`src/rtl/cve2_sleep_ctrl.sv`:
```
// cve2_sleep_ctrl: core clock-gating and sleep controller.
// Gathers maskable and unmaskable wake sources, waits out an idle hysteresis
// before gating the core clock, and holds the clock off for a stabilisation
// delay after a wake. Reports the wake cause and counts sleep cycles.

// Integrated clock gate: the enable is captured while the clock is low, so
// the gated clock never sees a truncated high phase.
module cve2_clock_gate (
  input  logic clk_i,
  input  logic en_i,
  input  logic scan_cg_en_i,
  output logic clk_o
);

  logic en_q;

  // Sample the enable on the falling edge, as the ICG latch would.
  always_ff @(negedge clk_i) begin
    en_q <= en_i | scan_cg_en_i;
  end

  assign clk_o = clk_i & en_q;

endmodule

module cve2_sleep_ctrl #(
  parameter int unsigned NumWakeSrc = 18,
  parameter int unsigned IdleHyst   = 0,
  parameter int unsigned WakeDelay  = 0,
  parameter int unsigned CntWidth   = 32
) (
  input  logic                  clk_i,
  input  logic                  rst_ni,
  input  logic                  test_en_i,
  input  logic                  fetch_enable_i,
  input  logic                  core_busy_i,
  input  logic [NumWakeSrc-1:0] wake_src_i,
  input  logic [NumWakeSrc-1:0] wake_mask_i,
  input  logic                  wake_nm_i,
  input  logic                  sleep_cnt_clr_i,
  output logic                  clk_o,
  output logic                  clk_en_o,
  output logic                  fetch_enable_o,
  output logic                  core_sleep_o,
  output logic [NumWakeSrc:0]   wake_cause_o,
  output logic [CntWidth-1:0]   sleep_cycles_o
);

  localparam int unsigned IdleW = (IdleHyst > 0) ? $clog2(IdleHyst + 1) : 1;
  localparam int unsigned WakeW = (WakeDelay > 1) ? $clog2(WakeDelay) : 1;
  localparam logic [IdleW-1:0] IdleMax  = IdleW'(IdleHyst);
  localparam logic [WakeW-1:0] WakeInit = WakeW'((WakeDelay > 0) ? WakeDelay - 1 : 0);

  typedef enum logic [1:0] {
    Off   = 2'd0,
    Run   = 2'd1,
    Sleep = 2'd2,
    Wake  = 2'd3
  } state_e;

  state_e                state;
  logic                  core_busy_q;
  logic                  fetch_enable_q;
  logic [IdleW-1:0]      idle_cnt;
  logic [WakeW-1:0]      wake_cnt;
  logic                  clk_en_q;
  logic                  sleep_q;
  logic [NumWakeSrc:0]   wake_cause_q;
  logic [CntWidth-1:0]   sleep_cnt;
  logic [NumWakeSrc-1:0] wake_masked;
  logic                  wake_any;
  logic                  idle;

  // Mask is applied combinationally so a mask change acts in the same cycle.
  assign wake_masked = wake_src_i & wake_mask_i;
  assign wake_any    = (|wake_masked) | wake_nm_i;
  assign idle        = ~core_busy_q & ~wake_any;

  // Busy comes from the gated domain; register it and latch fetch enable.
  always_ff @(posedge clk_i or negedge rst_ni) begin
    if (!rst_ni) begin
      core_busy_q    <= 1'b0;
      fetch_enable_q <= 1'b0;
    end else begin
      core_busy_q    <= core_busy_i;
      fetch_enable_q <= fetch_enable_q | fetch_enable_i;
    end
  end

  // Sleep FSM with registered clock-enable, sleep flag and wake cause.
  always_ff @(posedge clk_i or negedge rst_ni) begin
    if (!rst_ni) begin
      state        <= Off;
      idle_cnt     <= '0;
      wake_cnt     <= '0;
      clk_en_q     <= 1'b0;
      sleep_q      <= 1'b0;
      wake_cause_q <= '0;
    end else begin
      case (state)
        Off: begin
          if (fetch_enable_q) begin
            state    <= Run;
            clk_en_q <= 1'b1;
            idle_cnt <= '0;
          end
        end
        Run: begin
          if (idle) begin
            if (idle_cnt == IdleMax) begin
              state    <= Sleep;
              clk_en_q <= 1'b0;
              sleep_q  <= 1'b1;
            end else begin
              idle_cnt <= idle_cnt + 1'b1;
            end
          end else begin
            idle_cnt <= '0;
          end
        end
        Sleep: begin
          if (wake_any) begin
            wake_cause_q <= {wake_nm_i, wake_masked};
            sleep_q      <= 1'b0;
            if (WakeDelay == 0) begin
              state    <= Run;
              clk_en_q <= 1'b1;
              idle_cnt <= '0;
            end else begin
              state    <= Wake;
              wake_cnt <= WakeInit;
            end
          end
        end
        Wake: begin
          // Once started, a wake runs to completion even if the source drops.
          if (wake_cnt == '0) begin
            state    <= Run;
            clk_en_q <= 1'b1;
            idle_cnt <= '0;
          end else begin
            wake_cnt <= wake_cnt - 1'b1;
          end
        end
        default: begin
          state    <= Off;
          clk_en_q <= 1'b0;
          sleep_q  <= 1'b0;
        end
      endcase
    end
  end

  // Saturating count of cycles spent with the core clock off after sleeping.
  always_ff @(posedge clk_i or negedge rst_ni) begin
    if (!rst_ni) begin
      sleep_cnt <= '0;
    end else if (sleep_cnt_clr_i) begin
      sleep_cnt <= '0;
    end else if ((state == Sleep || state == Wake) && (sleep_cnt != '1)) begin
      sleep_cnt <= sleep_cnt + 1'b1;
    end
  end

  assign clk_en_o       = clk_en_q;
  assign fetch_enable_o = fetch_enable_q;
  assign core_sleep_o   = sleep_q;
  assign wake_cause_o   = wake_cause_q;
  assign sleep_cycles_o = sleep_cnt;

  cve2_clock_gate u_clock_gate (
    .clk_i        (clk_i),
    .en_i         (clk_en_q),
    .scan_cg_en_i (test_en_i),
    .clk_o        (clk_o)
  );

endmodule

```
`config.mk`:
```
export PLATFORM = sky130hd
export DESIGN_NAME = cve2_sleep_ctrl
export DESIGN_NICKNAME = d
export VERILOG_FILES = /design/src/rtl/cve2_sleep_ctrl.sv
export SDC_FILE = /design/constraint.sdc
export NUM_CORES = 1
export LEC_CHECK = 0
export CELL_PAD_IN_SITES_DETAIL_PLACEMENT = 1
export CELL_PAD_IN_SITES_GLOBAL_PLACEMENT = 1
export CORE_MARGIN = 3
export CORE_UTILIZATION = 30
export DETAILED_ROUTE_END_ITERATION = 7
export GPL_TIMING_DRIVEN = 0
export HOLD_SLACK_MARGIN = 0.05
export MAX_ROUTING_LAYER = met4
export PLACE_DENSITY_LB_ADDON = 0.2
export SYNTH_ARGS = -nofsm -noshare
export SYNTH_HDL_FRONTEND = slang
export SYNTH_SLANG_ARGS = --single-unit
```
`constraint.sdc`:
```
create_clock -name clk_i -period 2.8 [get_ports clk_i]
set_clock_uncertainty 0.05 [all_clocks]
set_input_delay 0.7 -clock clk_i [delete_from_list [all_inputs] [get_ports clk_i]]
set_output_delay 0.7 -clock clk_i [all_outputs]
set_load 0.02 [all_outputs]
```
==> results_dict.tcl <==
set metrics [dict create \
    status "finished with violations" \
    failed_checks "setup timing" \
    netlist_area_um2 2940 \
    synth_area_leaders "dfrtp_1, nand4_1, nor2_1" \
    p_int_uw 1480 \
    crit_type "register to output port" \
    p_sw_frac 0.242 \
    grt_max_degree 37 \
    powerDensity_nw_per_um2 452 \
    clkTransAtPathRegs_ps 70 \
    hold_violations 0 \
    clk_latency_ps 450 \
    fin_area_um2 4310 \
    ys_seq_area_frac 0.483 \
    worst_setup_path_end_kind "output port" \
    yosysTopAreaCell "dfrtp_1" \
    drtIter0Drc 86 \
    cts_setup_buffers 0 \
    setup_slack_ps -403 \
    dieArea_um2 11000 \
    portBuffers 96 \
    synth_common_cells "dfrtp_1, nor2_1, nand2_1" \
    finalPower_uw 1950 \
    avgSynthCellArea_um2 9.74 \
    vias 2864 \
    core_um2 9370 \
    grt_pass1_vias 3102 \
    grt_antenna_before_repair 0 \
    pwr-share-comb 0.076 \
    ys_warn_count 0 \
    worst_slew_margin_rel 0.486 \
    cts_tree "yes" \
    power.share.clock 0.494 \
    grt_pass1_wl_um 15500 \
    initial_core_util 0.314 \
    diodes 0 \
    post_cts_resized 8 \
    arrival_ps 2450 \
    busiest_layer "met2" \
    io_pins 98 \
    slew_viol_final 0 \
    cp_max_fo 1 \
    use_met3 0.0556 \
    synth_edf_count 0 \
    ys.flop_type "dfrtp_1" \
    dpl-instance-area_um2 4080 \
    area.growth.synth_to_final_pct 46.5 \
    fp.dieW_um 105 \
    synth_seq_cells 57 \
    synth_top_area_frac 0.476 \
    setup-violations-final 2 \
    drc 0 \
    yosysUniqueCellTypes 54 \
    grtUsageTotal 0.182 \
    irDropWorstVdd_mv 0.271 \
    leakagePower_uw 0.00174 \
    syn-num-nets 346 \
    avgViaCountPerCell 5.25 \
    hold_buffers 0 \
    cap_violations 0 \
    p_sw_uw 472 \
    place_congestion 0.771 \
    ant_nets 0 \
    final_layout_size_suffix_gt1_frac 0.0983 \
    use_met2 0.306 \
    use_met1 0.203 \
    rsz0062_at_grt "true" \
    yosysMostFrequentCell "dfrtp_1" \
    hold_path.class "primary input to async pin" \
    rows 35 \
    cp.required_ps 2050 \
    synthArstFlopShare 0.982 \
    worst_pin_slew_ps 766 \
    synthCells 302 \
    finalNetCount 457 \
    dpl.hpwl_um 6810 \
    dr.pass1.iters 4 \
    totalWireLength_um 9330 \
    start_kind "register" \
    gr-total-overflow 0 \
    p_seq_frac 0.430 \
    fp.dieH_um 105 \
    wl_per_cell_um 17.1 \
]
-- registers in the layout, indices dropped and copies added, names as in the netlist --
signal / count
sleep_cycles_o: 32
core_sleep_o: 1
fetch_enable_o: 1
core_busy_q: 1
u_clock_gate.en_q: 1
wake_cause_o: 19
state: 2
-- power groups by stage --
stage	sequential, uW	clock (uW)	combinational [uW]
3_5_place_dp	853	62.3	152
5_1_grt	838	1040	162
2_1_floorplan	864	35.3	29.8
6_report	838	964	149
3_3_place_gp	853	62.3	147
4_1_cts	838	992	153
-- worst max-delay path, cell delays in order (launching register included) --
cell and delay [ps]:
dfxtp_2 300, and2_4 130, buf_6 120
-- per-stage QoR --
step / hold slack, ps / util / setup TNS (ps) / setup slack (ps) / instances
after detailed placement: 418 / 0.435 / -2900 / -341 / 528
final: 176 / 0.460 / -403 / -403 / 546
after global placement: 408 / 0.434 / -58730 / -1010 / 527
after CTS: 186 / 0.460 / -425 / -425 / 546
after floorplan: 354 / - / 0 / 155 / 302
after global routing: 199 / 0.460 / -445 / -445 / 546
-- final timing paths --
| kind | start | endpoint | slack (ps) | cells after the start |
|---|---|---|---|---|
| min reg2reg | wake_cause_o[7] | wake_cause_o[7] | 430 | 1 |
| min | rst_ni | sleep_cycles_o[14] | 180 | 1 |
| max in group asynchronous | rst_ni | wake_cause_o[10] | 1940 | 2 |
| max reg2reg | state[0] | u_clock_gate.en_q | 490 | 1 |
| min in group clk_i | wake_cause_o[7] | wake_cause_o[7] | 430 | 1 |
| max | u_clock_gate.en_q | clk_o | -400 | 2 |
-- cells by family after synthesis --
| kind of cell | after synthesis | synth area share |
|---|---|---|
| buffers and inverters | 20 | 0.0315 |
| AO/OA/AOI/OAI | 74 | 0.182 |
| flip-flops | 57 | 0.483 |
| XOR/XNOR | 9 | 0.0268 |
| multiplexers | 2 | 0.00680 |
| adder cells (fa/ha/maj) | 1 | 0.00425 |
| AND/OR/NAND/NOR | 139 | 0.265 |
-- cells in the final DEF (no fill, tap or decap), drive strengths merged, types with 2 or more instances in the layout --
cell type       n
a31o            3
nor4            3
clkbuf         21
a31oi           3
nand3          14
clkdlybuf4s50  94
o2bb2ai         5
xnor2           5
inv             7
dfrtp          56
a41o            2
and2            4
a32o            7
o21ai          14
a21o            6
xor2            4
nand4          18
o211ai          2
nor3            7
a211oi          3
buf             8
a22oi           3
a21oi          17
nor2b           4
and3            9
clkinv          3
mux2i           2
and4            8
nor2           27
a41oi           2
or2             3
or3            12
nand2          25
nand2b          2
-- area by class of cell --
class,count,area (um2)
buffer,13,66.3
clock buffer,15,194
clock inverter,5,47.5
fill,1097,5060
inverter,6,22.5
multi-input combinational,225,1430
sequential,57,1420
tap,129,161
timing repair buffer,96,966
-- metal layers --
| layer | part of all wire | wire length (um) |
|---|---|---|
| met5 | 0 | 0 |
| met4 | 0.015 | 144 |
| met3 | 0.068 | 638 |
| met2 | 0.49 | 4600 |
| met1 | 0.42 | 3940 |
Note: power is estimated with default switching activity, not from simulation.
